## config.mk

```make
export PLATFORM = sky130hd
export DESIGN_NAME = shapool_sequencer
export DESIGN_NICKNAME = d
export VERILOG_FILES = /design/src/rtl/shapool_sequencer.sv
export SDC_FILE = /design/constraint.sdc
export NUM_CORES = 1
export LEC_CHECK = 0
export ABC_AREA = 1
export CORE_MARGIN = 2
export CORE_UTILIZATION = 45
export DETAILED_ROUTE_END_ITERATION = 10
export PLACE_DENSITY = 0.78
export SYNTH_ARGS = -nofsm -noshare
export SYNTH_HDL_FRONTEND = slang
export SYNTH_SLANG_ARGS = --single-unit
```

## constraint.sdc

```tcl
create_clock -name clk -period 2.2 [get_ports clk]
set_input_delay 0.66 -clock clk [delete_from_list [all_inputs] [get_ports clk]]
set_output_delay 0.66 -clock clk [all_outputs]
set_load 0.02 [all_outputs]
```

## src/rtl/shapool_sequencer.sv

```systemverilog
// shapool_sequencer: walks the shapool core across a nonce range, one batch
// per core run, stopping on a match, range end, host abort or watchdog expiry.
module shapool_sequencer #(
  parameter int NONCE_WIDTH    = 32,
  parameter int POOL_SIZE_LOG2 = 1,
  parameter int TIMEOUT_CYCLES = 1024,
  parameter int TIMEOUT_WIDTH  = 11
) (
  input  logic                   clk,
  input  logic                   reset,
  input  logic                   start,
  input  logic                   halt,
  input  logic [NONCE_WIDTH-1:0] nonce_start,
  input  logic [NONCE_WIDTH-1:0] nonce_end,
  output logic                   core_start,
  output logic [NONCE_WIDTH-1:0] core_nonce,
  input  logic                   core_done,
  input  logic                   core_success,
  output logic                   busy,
  output logic                   done,
  output logic [2:0]             status,
  output logic [NONCE_WIDTH-1:0] result_nonce,
  output logic [NONCE_WIDTH-1:0] batch_count
);

  // batch bases are aligned to the pool width; the step carries one extra
  // bit so the top-of-range carry-out can be seen directly
  localparam logic [NONCE_WIDTH-1:0] MASK    = {NONCE_WIDTH{1'b1}} << POOL_SIZE_LOG2;
  localparam logic [NONCE_WIDTH:0]   STEP    = {{NONCE_WIDTH{1'b0}}, 1'b1} << POOL_SIZE_LOG2;
  localparam logic [TIMEOUT_WIDTH-1:0] WD_LAST = TIMEOUT_WIDTH'(TIMEOUT_CYCLES - 1);

  localparam logic [2:0] ST_NONE      = 3'd0;
  localparam logic [2:0] ST_FOUND     = 3'd1;
  localparam logic [2:0] ST_EXHAUSTED = 3'd2;
  localparam logic [2:0] ST_ABORTED   = 3'd3;
  localparam logic [2:0] ST_TIMEOUT   = 3'd4;

  typedef enum logic [1:0] {S_IDLE, S_ISSUE, S_WAIT, S_DONE} state_t;

  state_t                   state, state_n;
  logic [NONCE_WIDTH-1:0]   nonce_n, count_n, result_n;
  logic [2:0]               status_n;
  logic [TIMEOUT_WIDTH-1:0] watchdog, wd_n;
  logic [NONCE_WIDTH:0]     nonce_inc;
  logic                     last_batch;

  assign nonce_inc  = {1'b0, core_nonce} + STEP;
  // the next base would either pass the inclusive end or wrap past zero
  assign last_batch = (core_nonce == (nonce_end & MASK)) || nonce_inc[NONCE_WIDTH];

  assign core_start = (state == S_ISSUE);
  assign busy       = (state == S_ISSUE) || (state == S_WAIT);
  assign done       = (state == S_DONE);

  // next-state and next register values
  always_comb begin
    state_n  = state;
    nonce_n  = core_nonce;
    count_n  = batch_count;
    status_n = status;
    result_n = result_nonce;
    wd_n     = watchdog;
    case (state)
      S_IDLE, S_DONE: begin
        if (start) begin
          state_n  = S_ISSUE;
          nonce_n  = nonce_start & MASK;
          count_n  = '0;
          status_n = ST_NONE;
          result_n = '0;
        end
      end
      S_ISSUE: begin
        // the pulse goes out this cycle regardless, so it always counts
        count_n = batch_count + 1'b1;
        wd_n    = '0;
        if (halt) begin
          state_n  = S_DONE;
          status_n = ST_ABORTED;
        end else begin
          state_n = S_WAIT;
        end
      end
      S_WAIT: begin
        wd_n = watchdog + 1'b1;
        if (halt) begin
          state_n  = S_DONE;
          status_n = ST_ABORTED;
        end else if (core_done && core_success) begin
          state_n  = S_DONE;
          status_n = ST_FOUND;
          result_n = core_nonce;
        end else if (core_done && last_batch) begin
          state_n  = S_DONE;
          status_n = ST_EXHAUSTED;
        end else if (core_done) begin
          state_n = S_ISSUE;
          nonce_n = nonce_inc[NONCE_WIDTH-1:0];
        end else if (watchdog == WD_LAST) begin
          state_n  = S_DONE;
          status_n = ST_TIMEOUT;
        end
      end
      default: state_n = S_IDLE;
    endcase
  end

  // state and datapath registers; reset overrides any core handshake
  always_ff @(posedge clk) begin
    if (reset) begin
      state        <= S_IDLE;
      core_nonce   <= '0;
      batch_count  <= '0;
      status       <= ST_NONE;
      result_nonce <= '0;
      watchdog     <= '0;
    end else begin
      state        <= state_n;
      core_nonce   <= nonce_n;
      batch_count  <= count_n;
      status       <= status_n;
      result_nonce <= result_n;
      watchdog     <= wd_n;
    end
  end

endmodule

```

==> metrics.md <==
| Metric | Value |
|---|---|
| Status | completed |
| CTS tree | done |
| RSZ-0062 raised after global routing | true |
| Vias in the first global route | 6864 |
| R2R setup slack | 120 ps |
| HP Class | flop to flop |
| Syn avg cell area | 6.37 um2 |
| I/O Buffers | ~170 |
| CTS Buf Count | 9 |
| Synthesized area | between 6000 and 7000 um2 |
| Sink Count | 110 |
| # IOs | 172 |
| Starting density of the core | 45.8% |
| Die height | approximately 130 um |
| Worst hold start | result_nonce[2]$_SDFFE_PP0P_ |
| Total count of hold-check failures in the final report | 0 |
| Total of max-cap violations | 0 |
| Commonest non-fill, non-tap cell in the layout | nand2_1 |
| Die ar. | 15700 um2 |
| Period utilization | approximately 100% |
| Maximum clock rate | 0.457 GHz |
| Largest net degree at the start of global routing | 41 |
| Clk root buf | clkbuf_16 |
| Sequential area share after synthesis | about a third |
| Pwr dens | 1000 nW/um2 |
| Final Util | 65.6% |
| Nets | 1325 |
| Hpwl dp | 15200 um |
| Netlist cell types | 48 |
| Core ar. | around 14000 um2 |
| Crit path max-delay family | simple AND/OR/NAND/NOR gates |
| Number of cells produced by synthesis | 1037 |
| Fin Clk Skew | 9.69 ps |
| Worst-path cell chain | clkdlybuf4s50_1 -> xnor2_1 -> nand2_1 -> nor2_1 -> nand2_1 -> nor2_2 -> nand2_2 -> nand3_4 -> nand2_4 -> nand2_8 -> clkbuf_16 -> nand2_1 -> a21oi_1 |
| # DRC | 0 |
| Synth Register Bits | 110 |
| Post-synth EDFFs | 0 |
| Leak pwr | 4.02 nW |
| Min Tclk post-route | around 2200 ps |
| Die width | around 130 um |
| Ys flop type | dfxtp_1 |
| Setup-failing EPs final | 0 |
| Via density | approximately 5.3 |
| Crit path from | nonce_end[25] |
| Most frequent cells in the layout | 342 x nand2_1, 130 x clkdlybuf4s50_1, 103 x dfxtp_1 |
| Layout area overhead | 43.3% |
| Vias after detailed routing | 7576 |
| ANT cells | 0 |
| Share of layout cells above drive strength 1 | between 10% and 20% |
| Crit path kind | input pin to flop |
| Setup TNS | 0 ps |
| Final ANT Viol Nets | 0 |
| CP dominant cell by count | nand2_1 |
| Hold Buf Count CTS | 0 |
| Asr flop ratio synth | 0% |
| First-pass GRT wire length | around 33000 um |
| Slew Limit Fails | 0 |
| Clock transition at path regs | ~80 ps |
| First-pass detailed-route iteration total | 5 |
| Buffers & Inverters on Critical Path | 2 |
| CP max-delay cell | clkdlybuf4s50_1 |
| DRT iter0 DRCs | 575 |
| WP data required | approximately 2500 ps |
| Total gr overflow | 0 |
| Warnings from Yosys | 0 |
| CTS Buffer Depth | 2 |
| Num rows | 44 |
| Reg2reg start | state[0]$_SDFFE_PP0P_ |
| Clk Latency, worst-skew pair | approximately 360 ps |
| Total GRT Usage | 25.1% |
| WL/cell | 14.4 um |
| Max H-tree Level | 3 |
| Total wire length | about 21000 um |
| Crit path capture type | flop |
| Max incr delay on CP | 470 ps |
| Placer Congestion | 0.883 |
| Initial antenna violation count | 1 |
| Total power | 9.48 mW |
| Worst Path Max Fanout | 7 |
| CP startpoint kind | input pin |
| Worst vdd ir | 540 uV |
| Critical path arrival | 2470 ps |
-- per-layer routing --
layer	wire length, um	global-route usage, %	vias to the layer above
li1	-	-	3759
met5	13	0	-
met4	719	11.4	2
met3	1520	4.62	46
met1	8950	32.1	3474
met2	9500	41.2	295
-- Yosys cell counts, types with 3 or more instances --
master    number  area (um2)
nor4_1         3        18.8
buf_1          4        15.0
nand3_1       40         200
ha_1           6        75.1
nor3_1        37         185
xnor2_1       24         210
clkbuf_2       4        20.0
inv_2          6        22.5
a21oi_1       97         485
nand4_1       28         175
dfxtp_1      110        2200
clkbuf_1      16        60.1
a31oi_1        3        18.8
nand2_1      344        1290
buf_4          3        22.5
nor2_1        90         338
xor2_1         7        61.3
nor2_4         4        45.0
nor3_2         7        70.1
o21ai_1        4        20.0
inv_1         96         360
nor2_2         7        43.8
o211ai_1       4        30.0
buf_6          4        45.0
o21ai_0       28         140
buf_2         16        80.1
nand3_2        5        50.1
nand2_4        3        33.8
nor3b_1        4        30.0
nand2_2        6        37.5
a21o_1         3        22.5
-- state kept, by name (all words and copies together) (netlist names) --
register / cells
core_nonce: 31
status: 3
watchdog: 11
batch_count: 32
result_nonce: 31
state: 2
-- through the flow --
step	instance area [um2]	setup slack (ps)	instances	hold WS, ps
after floorplan	6610	152	1038	439
after global placement	8860	-344	1410	447
after detailed placement	8860	-407	1410	456
after CTS	9160	6.02	1426	467
after global routing	9470	-124	1438	476
final	9470	13.7	1438	465
-- final timing paths --
kind,to,cells after the start
setup / recovery,core_nonce[18]$_SDFFE_PP0P_,13
hold reg to reg,result_nonce[2]$_SDFFE_PP0P_,2
setup reg to reg,core_nonce[12]$_SDFFE_PP0P_,11
hold / removal,result_nonce[2]$_SDFFE_PP0P_,2
-- area by class of cell --
| type | instances | area [um2] |
|---|---|---|
| inverters | 103 | 387 |
| flip-flops and latches | 110 | 2210 |
| repair buffers | 247 | 2450 |
| clock inverters | 5 | 32.5 |
| fillers | 1228 | 4950 |
| multi-input cells | 778 | 3910 |
| clock buffers | 11 | 253 |
| well taps | 184 | 230 |
-- timing repair --
action / in CTS / in global routing
gates cloned: 0 / 2
resized for setup: 15 / 59
pin swaps: 0 / 53
endpoints found under the setup margin: 44 / 67
setup buffers: 0 / 10
hold endpoints to repair: 0 / 0
-- kinds of logic (layout without fill, tap and decap cells) --
group | after synthesis | count (layout) | share of synthesized area, %
AND/OR/NAND/NOR | 586 | 586 | 39.1
multiplexers | 2 | 2 | 0.303
adder cells (fa/ha/maj) | 6 | 6 | 1.14
other | 1 | 2 | 0.0567
flip-flops | 110 | 110 | 33.3
XOR/XNOR | 31 | 31 | 4.11
AO/OA/AOI/OAI | 151 | 151 | 12.5
buffers and inverters | 150 | 366 | 9.52
-- power breakdown --
part / leakage [nW] / switching, mW / internal, mW
clock: 0.146 / 0.770 / 0.832
combinational: 2.98 / 2.84 / 2.32
sequential: 0.895 / 0.433 / 2.28
total: 4.02 / 4.04 / 5.44
-- tightest hold or removal path, stage by stage, from the launching register on --
cell and delay (ps):
dfxtp_1 310, nand2_1 60, a21oi_1 50
Power figures use the tool's default switching activity.
